`src/rtl/mem_bus_arbiter_pkg.sv`:
```
// Shared types and helpers for the IF/MEM memory bus arbiter.
package mem_bus_arbiter_pkg;

   typedef enum logic [1:0] {
      ARB_IDLE   = 2'd0,
      ARB_BUS_IF = 2'd1,
      ARB_BUS_DM = 2'd2,
      ARB_DONE   = 2'd3
   } arb_state_t;

   localparam int STREAK_W = 4;

   // Saturating step so the streak can never wrap past its limit.
   function automatic logic [STREAK_W-1:0] streak_next(
      input logic [STREAK_W-1:0] cur,
      input logic [STREAK_W-1:0] limit
   );
      return (cur == limit) ? cur : cur + 1'b1;
   endfunction

endpackage

```
`src/rtl/mem_bus_arbiter_timeout_cnt.sv`:
```
// Per-transaction watchdog: cleared on grant, counts un-acked bus cycles,
// and flags the cycle whose increment would reach TIMEOUT.
module mem_bus_arbiter_timeout_cnt #(
   parameter int TIMEOUT = 15
) (
   input  logic clk,
   input  logic rst,
   input  logic load,
   input  logic inc,
   output logic expire
);

   localparam int CNT_W = $clog2(TIMEOUT + 1);
   localparam logic [CNT_W-1:0] LAST = CNT_W'(TIMEOUT - 1);

   logic [CNT_W-1:0] cnt;

   assign expire = inc && (cnt == LAST);

   always_ff @(posedge clk or posedge rst) begin
      if (rst) begin
         cnt <= '0;
      end else if (load) begin
         cnt <= '0;
      end else if (inc) begin
         cnt <= cnt + 1'b1;
      end
   end

endmodule

```
`src/rtl/mem_bus_arbiter.sv`:
```
// Shares one single-port memory bus between instruction fetch and data access,
// with DM-first priority, an IF starvation guard, flush discard and timeouts.
module mem_bus_arbiter
   import mem_bus_arbiter_pkg::*;
#(
   parameter int DATA_W    = 32,
   parameter int ADDR_W    = 32,
   parameter int TIMEOUT   = 15,
   parameter int DM_STREAK = 4
) (
   input  logic              clk,
   input  logic              rst,
   input  logic              if_req,
   input  logic [ADDR_W-1:0] if_addr,
   output logic [DATA_W-1:0] if_rdata,
   output logic              if_ready,
   input  logic              dm_req,
   input  logic              dm_we,
   input  logic [ADDR_W-1:0] dm_addr,
   input  logic [DATA_W-1:0] dm_wdata,
   output logic [DATA_W-1:0] dm_rdata,
   output logic              dm_ready,
   input  logic              flush_i,
   output logic              bus_req,
   output logic              bus_we,
   output logic [ADDR_W-1:0] bus_addr,
   output logic [DATA_W-1:0] bus_wdata,
   input  logic [DATA_W-1:0] bus_rdata,
   input  logic              bus_ack,
   output logic              bus_err,
   output logic              stall_req_o
);

   localparam logic [STREAK_W-1:0] STREAK_MAX = STREAK_W'(DM_STREAK);

   arb_state_t          state;
   logic [STREAK_W-1:0] streak;
   logic                discard;
   logic                in_bus;
   logic                force_if;
   logic                grant_dm;
   logic                grant_if;
   logic                expire;

   assign in_bus   = (state == ARB_BUS_IF) || (state == ARB_BUS_DM);
   assign force_if = if_req && !flush_i && (streak == STREAK_MAX);
   assign grant_dm = (state == ARB_IDLE) && dm_req && !force_if;
   assign grant_if = (state == ARB_IDLE) && !grant_dm && if_req && !flush_i;

   assign stall_req_o = (if_req && !if_ready) || (dm_req && !dm_ready);

   mem_bus_arbiter_timeout_cnt #(
      .TIMEOUT (TIMEOUT)
   ) u_timeout (
      .clk    (clk),
      .rst    (rst),
      .load   (grant_dm || grant_if),
      .inc    (in_bus && !bus_ack),
      .expire (expire)
   );

   // A fetch flushed while on the bus still runs to ack/timeout; only its
   // completion pulse is dropped. Stores return 0 rather than slave data.
   always_ff @(posedge clk or posedge rst) begin
      if (rst) begin
         state     <= ARB_IDLE;
         streak    <= '0;
         discard   <= 1'b0;
         bus_req   <= 1'b0;
         bus_we    <= 1'b0;
         bus_addr  <= '0;
         bus_wdata <= '0;
         bus_err   <= 1'b0;
         if_ready  <= 1'b0;
         if_rdata  <= '0;
         dm_ready  <= 1'b0;
         dm_rdata  <= '0;
      end else begin
         if_ready <= 1'b0;
         dm_ready <= 1'b0;
         bus_err  <= 1'b0;
         if (!if_req) begin
            streak <= '0;
         end

         case (state)
            ARB_IDLE: begin
               if (grant_dm) begin
                  state     <= ARB_BUS_DM;
                  bus_req   <= 1'b1;
                  bus_we    <= dm_we;
                  bus_addr  <= dm_addr;
                  bus_wdata <= dm_wdata;
                  if (if_req) begin
                     streak <= streak_next(streak, STREAK_MAX);
                  end
               end else if (grant_if) begin
                  state    <= ARB_BUS_IF;
                  bus_req  <= 1'b1;
                  bus_we   <= 1'b0;
                  bus_addr <= if_addr;
                  discard  <= 1'b0;
                  streak   <= '0;
               end
            end

            ARB_BUS_IF: begin
               if (flush_i) begin
                  discard <= 1'b1;
               end
               if (bus_ack || expire) begin
                  state   <= ARB_DONE;
                  bus_req <= 1'b0;
                  bus_we  <= 1'b0;
                  bus_err <= ~bus_ack;
                  if (!discard && !flush_i) begin
                     if_ready <= 1'b1;
                     if_rdata <= bus_ack ? bus_rdata : '0;
                  end
               end
            end

            ARB_BUS_DM: begin
               if (bus_ack || expire) begin
                  state    <= ARB_DONE;
                  bus_req  <= 1'b0;
                  bus_we   <= 1'b0;
                  bus_err  <= ~bus_ack;
                  dm_ready <= 1'b1;
                  dm_rdata <= (bus_ack && !bus_we) ? bus_rdata : '0;
               end
            end

            ARB_DONE: begin
               state   <= ARB_IDLE;
               discard <= 1'b0;
            end

            default: begin
               state <= ARB_IDLE;
            end
         endcase
      end
   end

endmodule

```
`config.mk`:
```
export PLATFORM = sky130hd
export DESIGN_NAME = mem_bus_arbiter
export DESIGN_NICKNAME = d
export VERILOG_FILES = /design/src/rtl/mem_bus_arbiter_pkg.sv /design/src/rtl/mem_bus_arbiter_timeout_cnt.sv /design/src/rtl/mem_bus_arbiter.sv
export SDC_FILE = /design/constraint.sdc
export NUM_CORES = 1
export LEC_CHECK = 0
export CAP_MARGIN = 20
export CORE_UTILIZATION = 46
export DETAILED_ROUTE_END_ITERATION = 8
export PLACE_DENSITY = 0.95
export SYNTH_ARGS = -nofsm -noshare
export SYNTH_HDL_FRONTEND = slang
export SYNTH_SLANG_ARGS = --single-unit
```
`constraint.sdc`:
```
create_clock -name clk -period 14.1 [get_ports clk]
set_input_delay 2.82 -clock clk [delete_from_list [all_inputs] [get_ports clk]]
set_output_delay 2.82 -clock clk [all_outputs]
set_load 0.02 [all_outputs]
```
==> results.md, run 1 <==
* Status: complete, no violations
* Synthesized area at 6100 um^2
* Root Driver: clkbuf_16
* CP Capture Type: primary output
* Worst-Margin Slew at 1.04 ns
* Adder-Cell Fraction of Synth Area at 2.05%
* Max Slew Vio Count at 0
* RR Startpoint: state[0]$_DFFE_PP0P_
* Clk sinks at 144
* Initial antenna violation count at 0
* CTS Buf Count at 17
* Synth warn at 0
* Largest family of logic cells by synthesized area: simple AND/OR/NAND/NOR gates
* Post-cts resize count at 0
* Setup Buffers After CTS at 0
* FMAX at 140 MHz
* Post-synthesis mux area share at 0.164%
* Clock share of power at 23.0%
* Switching Power at 790 uW
* Max H-tree Level at 4
* VDD IR max at 0.116 mV
* Crit path time final at 7.16 ns
* Hold_buf cts at 0
* CP Max Fanout at 5
* Port Buffers at 268
* Sequential area share after synthesis at 59.0%
* Routed wire length at 17700 um
* Vias per cell at 5.08
* Final Skew at 0.00967 ns
* Clk buf depth at 2
* Final Hold Viols at 0
* Die area at 13700 um^2
* Setup CP Type: in -> out
* I/O pins at 269
* Slew HR at 30.1%
* Top post-synthesis cells by area: dfrtp_1 (59%), nand2_1 (16%), a21oi_1 (5.7%), o21ai_0 (5.6%), nor2_1 (2.6%)
* Post-synth top area share at 59.0%
* Worst R2R End: bus_we$_DFFE_PP0P_
* Core area at 12800 um^2
* Required @ worst endpoint at 11.28 ns
* Dpl hpwl at 12300 um
* Pre-CTS setup slack at 6.95 ns
* Largest net degree at the start of global routing at 89
* Routed WL per cell at 15.8 um
* Post-Synth XOR/XNOR Area at 0.430%
* Via count at 5697
* HP Class: reg -> reg
* Ys flop type: dfrtp_1
* Gate power share at 44.8%
* Final setup vio count at 0
* EDFF count, synth at 0
* Die W at 117 um
* Final period util at 50.8%
* Unrepaired setup endpoints after global routing: no
* Setup crit start kind: input pin
* Yosys top cell by area: dfrtp_1
* Cells after Synth at 687
* Post-DRT Antenna Nets at 0
* P_int at 1330 uW
* Total track usage at 26.0%
* Ant. Diodes at 0
* Leak pwr at 0.00435 uW
* Clock Latency Late Sink at 0.42 ns
* Hold path endpoint: bus_wdata[9]$_DFFE_PP0P_
* Global-route wire length before repair at 26900 um
* Clock transition at the registers of the reported paths at 0.05 ns
* Vias in the first global route at 5509
* Overflow after GRT at 0
* Simple-gate share of the synthesized area at 20.6%
* Starting Density at 47.8%
* Yosys cell types at 38
* Reg2reg setup slack at 11.57 ns
* Cell with the most instances after synthesis: nand2_1
* Sequential share of power at 32.2%
* Fraction of registers with async set/reset at 100%
* Max Cap Violations at 0
* Pwr dens at 223 nW/um^2
* Residual DRC at 0
* Share of cells above drive strength 1 at 4.84%
* Nets at 1084
* Worst EP arrival at 4.34 ns
* Die Height at 117 um
* Setup_tns at 0 ns
* Synth top cells by count: nand2_1 (261), dfrtp_1 (144), a21oi_1 (69)
* Final worst slack at 6.94 ns
* Yosys reg bits at 144
* Area grow syn2layout at 56.1%
* Pre-antenna DRT Iters at 7
* CTS tree: built
* Hold path start: bus_wdata[9]$_DFFE_PP0P_
* DRT iter0 DRCs at 464
* Placer Congestion at 0.811
* Compound-Gate Fraction of Synth Area at 13.6%
* Worst Hold Path Cells at 2
* Sw frac at 37.2%
* Mapped Nets at 832
* Avg Inst Size Synth at 8.89 um^2
* Reg2Reg Depth at 7
* FP Rows at 41
==> sequential cells by signal, indices dropped and copies added (netlist names), 2 cells and up <==
name and flops:
streak 4, dm_rdata 32, bus_addr 32, bus_wdata 32
state 2, if_rdata 32, u_timeout.cnt 4
==> cell usage in the layout, fill, tap and decap left out, types with 2 or more instances in the layout <==
master / n
clkinv_4: 2
bufinv_16: 5
clkbuf_16: 17
xor2_1: 2
o31ai_1: 2
nand3_1: 3
clkinv_2: 2
inv_1: 9
nor2_1: 43
a211oi_1: 2
nor2b_1: 2
nand2b_1: 3
o21ai_0: 68
ha_1: 10
dfrtp_1: 144
clkbuf_8: 2
nand2_1: 260
clkdlybuf4s50_1: 268
buf_4: 7
a31oi_1: 2
a21oi_1: 69
nand3b_1: 2
==> critical path: stages <==
cell and delay [ns]:
clkdlybuf4s50_1 0.53, inv_1 0.11, o22ai_1 0.19, clkdlybuf4s50_1 0.69
==> cells by family (layout without fill, tap and decap cells) <==
family | after synthesis | count (layout)
buffers and inverters | 53 | 316
flip-flops | 144 | 144
AO/OA/AOI/OAI | 154 | 154
XOR/XNOR | 3 | 3
AND/OR/NAND/NOR | 322 | 322
adder cells (fa/ha/maj) | 10 | 10
multiplexers | 1 | 1
==> area by class of cell <==
class	count	area (um^2)
multi-input combinational	490	2270
tap	172	215
sequential	144	3600
timing repair buffer	276	2760
fill	843	3240
clock buffer	20	457
clock inverter	10	185
inverter	10	42.5
==> metrics by stage <==
| stage | utilization, % | power (uW) | instance area [um^2] | std cells | hold slack, ns |
|---|---|---|---|---|---|
| after global placement | 69.4 | 1600 | 8870 | 1091 | 0.456 |
| after floorplan | - | 1180 | 6100 | 687 | 0.496 |
| after detailed placement | 69.4 | 1640 | 8870 | 1091 | 0.461 |
| after global routing | 74.6 | 2250 | 9530 | 1122 | 0.491 |
| after CTS | 74.5 | 2130 | 9510 | 1121 | 0.476 |
| final | 74.6 | 2120 | 9530 | 1122 | 0.470 |
==> worst max-delay path by stage <==
| stage | startpoint | cells after the start | to |
|---|---|---|---|
| floorplan | rst | 1 | bus_addr[0]$_DFFE_PP0P_ |
| CTS | if_req | 4 | stall_req_o |
| finish | if_req | 4 | stall_req_o |
| global placement | if_req | 4 | stall_req_o |
| global route | if_req | 4 | stall_req_o |
| detailed placement | if_req | 4 | stall_req_o |
==> power by group through the flow <==
stage | combinational (uW) | clock [uW] | sequential, uW
3_5_place_dp | 952 | 0 | 688
5_1_grt | 1040 | 514 | 705
2_1_floorplan | 299 | 0 | 880
4_1_cts | 955 | 494 | 684
6_report | 951 | 488 | 684
3_3_place_gp | 925 | 0 | 677
==> metal layers <==
layer	vias up	wire length (um)	track usage, %
met5	-	0	0
met4	0	543	13.5
met3	43	1840	10.6
met2	247	8570	43.3
met1	2671	6760	28.7
li1	2736	-	-
(Power assumes the default switching activity.)
==> run 2, diff against run 1 <==
--- a/config.mk
+++ b/config.mk
@@ -6,9 +6,9 @@
 export NUM_CORES = 1
 export LEC_CHECK = 0
 export CAP_MARGIN = 20
-export CORE_UTILIZATION = 46
+export CORE_UTILIZATION = 42
 export DETAILED_ROUTE_END_ITERATION = 8
-export PLACE_DENSITY = 0.95
+export PLACE_DENSITY = 0.89
 export SYNTH_ARGS = -nofsm -noshare
 export SYNTH_HDL_FRONTEND = slang
 export SYNTH_SLANG_ARGS = --single-unit
==> constraint.sdc (replaced) <==
create_clock -name clk -period 7.2 [get_ports clk]
set_input_delay 1.44 -clock clk [delete_from_list [all_inputs] [get_ports clk]]
set_output_delay 1.44 -clock clk [all_outputs]
set_load 0.02 [all_outputs]
==> results.md, run 2 (same netlist as run 1, synthesis figures left out) <==
* Max Cap Violations at 0 (unchanged)
* Hold path start: bus_wdata[12]$_DFFE_PP0P_
* Starting Density at 43.5% (-4.3 points)
* Final period util at 60.0%
* Max incr delay on CP at 0.64 ns (-0.05 ns)
* Vias per cell at 4.96 (-2.4%)
* CP Capture Type: primary output
* Worst EP arrival at 2.88 ns (-1.46 ns)
* FP Rows at 43 (+4.9%)
* Vias in the first global route at 5514 (+0.091%)
* Final Hold Viols at 0 (unchanged)
* Dpl hpwl at 12300 um (+0.46%)
* Total power at 4030 uW (+90%)
* Worst Hold Path Cells at 2 (unchanged)
* Crit path top cell by count: clkdlybuf4s50_1
* Worst hold margin at 0.474 ns (+0.00355 ns)
* Final setup vio count at 0 (unchanged)
* HP Class: reg -> reg
* Final Skew at 0.00645 ns (-0.00322 ns)
* RR Startpoint: state[0]$_DFFE_PP0P_
* Routed wire length at 17400 um (-1.6%)
* Slew HR at 47.1% (+17 points)
* Area grow syn2layout at 55.3%
* CTS Buf Count at 17 (unchanged)
* Crit-path cells: clkdlybuf4s50_1, inv_1, o22ai_1, clkdlybuf4s50_1
* Root Driver: clkbuf_16
* Share of cells above drive strength 1 at 5.14% (+0.30 points)
* Hold_buf cts at 0 (unchanged)
* Max H-tree Level at 4 (unchanged)
* Total track usage at 23.6% (-2.4 points)
* Die area at 15000 um^2 (+9.4%)
* Clk sinks at 144 (unchanged)
* Via count at 5625 (-1.3%)
* Worst R2R End: bus_addr[17]$_DFFE_PP0P_
* Initial antenna violation count at 2 (+2)
* Die W at 123 um (+4.6%)
* I/O pins at 269 (unchanged)
* Setup CP Type: in -> out
* Post-cts resize count at 0 (unchanged)
* DRT iter0 DRCs at 308 (-34%)
* VDD IR max at 0.241 mV (+110%)
* Placer Congestion at 0.860 (+6.1%)
* Setup_tns at 0 ns (unchanged)
* Residual DRC at 0 (unchanged)
* CTS tree: built
* Routed WL per cell at 15.4 um (-2.7%)
* Status: complete, no violations
* Required @ worst endpoint at 5.76 ns (-5.52 ns)
* Pwr dens at 425 nW/um^2 (+90%)
* Clock Latency Late Sink at 0.41 ns (about the same)
* Leak pwr at 0.00431 uW (-1.1%)
* Worst-Margin Slew at 0.793 ns (-0.251 ns)
* Reg2reg setup slack at 4.56 ns (-7.01 ns)
* Crit path time final at 4.32 ns
* Port Buffers at 268 (unchanged)
* Hold path endpoint: bus_wdata[12]$_DFFE_PP0P_
* Unrepaired setup endpoints after global routing: no
* Post-DRT Antenna Nets at 0 (unchanged)
* CP max stage cell: clkdlybuf4s50_1
* Most common cell after layout, fill and taps aside: clkdlybuf4s50_1
* Max Slew Vio Count at 0 (unchanged)
* Commonest cells after routing, fill and taps aside: clkdlybuf4s50_1 (268), nand2_1 (260), dfrtp_1 (144)
* Fillcell total at 1075 (+28%)
* Overflow after GRT at 0 (unchanged)
* Pre-antenna DRT Iters at 4 (-3)
* Global-route wire length before repair at 27000 um (+0.23%)
* Clk buf depth at 2 (unchanged)
* Setup crit start kind: input pin
* Reg2Reg Depth at 7 (unchanged)
* Register area at 3600 um^2 (unchanged)
* Nets at 1085 (+0.092%)
* FMAX at 231 MHz
* Clock transition at the registers of the reported paths at 0.06 ns (about the same)
* Multi-input combinational cell area at 2270 um^2 (unchanged)
* Largest net degree at the start of global routing at 89 (unchanged)
* CP Max Fanout at 5 (unchanged)
* Setup Buffers After CTS at 0 (unchanged)
* Die Height at 123 um (+4.6%)
* Core area at 14000 um^2 (+9.9%)
-- run 2: cell types whose count changed in the layout (fill, tap and decap cells not counted), sizes merged --
| cell | previous run | this run |
|---|---|---|
| diode | 0 | 2 |
| clkinvlp | 1 | 7 |
| bufinv | 5 | 1 |
| inv | 10 | 11 |
| clkbuf | 20 | 19 |
| buf | 8 | 9 |
-- run 2: cell type report --
type | instances | area share, %
Timing Repair Buffer | 277 | 29.3
Clock inverter | 13 | 1.21
Inverter | 10 | 0.449
Tap cell | 180 | 2.38
Multi-Input combinational cell | 490 | 24.0
Clock buffer | 19 | 4.67
Antenna cell | 2 | 0.0528
Sequential cell | 144 | 38.0
-- run 2: critical path, delay by kind of cell --
family / cells / cell delay, ns
buffers and inverters: 3 / 1.26
AOI/OAI and AO/OA: 1 / 0.17
-- run 2: layer usage --
metal | wire length [um] | global-route usage (%) | vias up
met1 | 6850 | 27.3 | 2611
li1 | - | - | 2733
met3 | 1730 | 9.39 | 36
met5 | 0 | 0 | -
met2 | 8310 | 38.4 | 245
met4 | 541 | 10.5 | 0
-- run 2: how the worst max path moves through the flow --
| stage | start | to | cells past startpoint |
|---|---|---|---|
| floorplan | rst | bus_addr[0]$_DFFE_PP0P_ | 1 |
| global placement | dm_req | stall_req_o | 4 |
| detailed placement | if_req | stall_req_o | 4 |
| CTS | if_req | stall_req_o | 4 |
| global route | if_req | stall_req_o | 4 |
| finish | if_req | stall_req_o | 4 |
-- run 2: stage by stage --
stage               std cells  util [%]  cell area [um^2]  setup WS (ns)
floorplan                 687         -              6100           1.89
global placement         1099      63.2              8880           2.92
detailed placement       1099      63.2              8880           2.88
CTS                      1131      67.2              9440           2.89
global route             1135      67.5              9480           2.82
finish                   1135      67.5              9480           2.88
-- run 2: power breakdown --
group	switching (uW)	total (uW)	internal, uW
sequential	188	1340	1150
clock	342	825	483
combinational	1020	1860	841
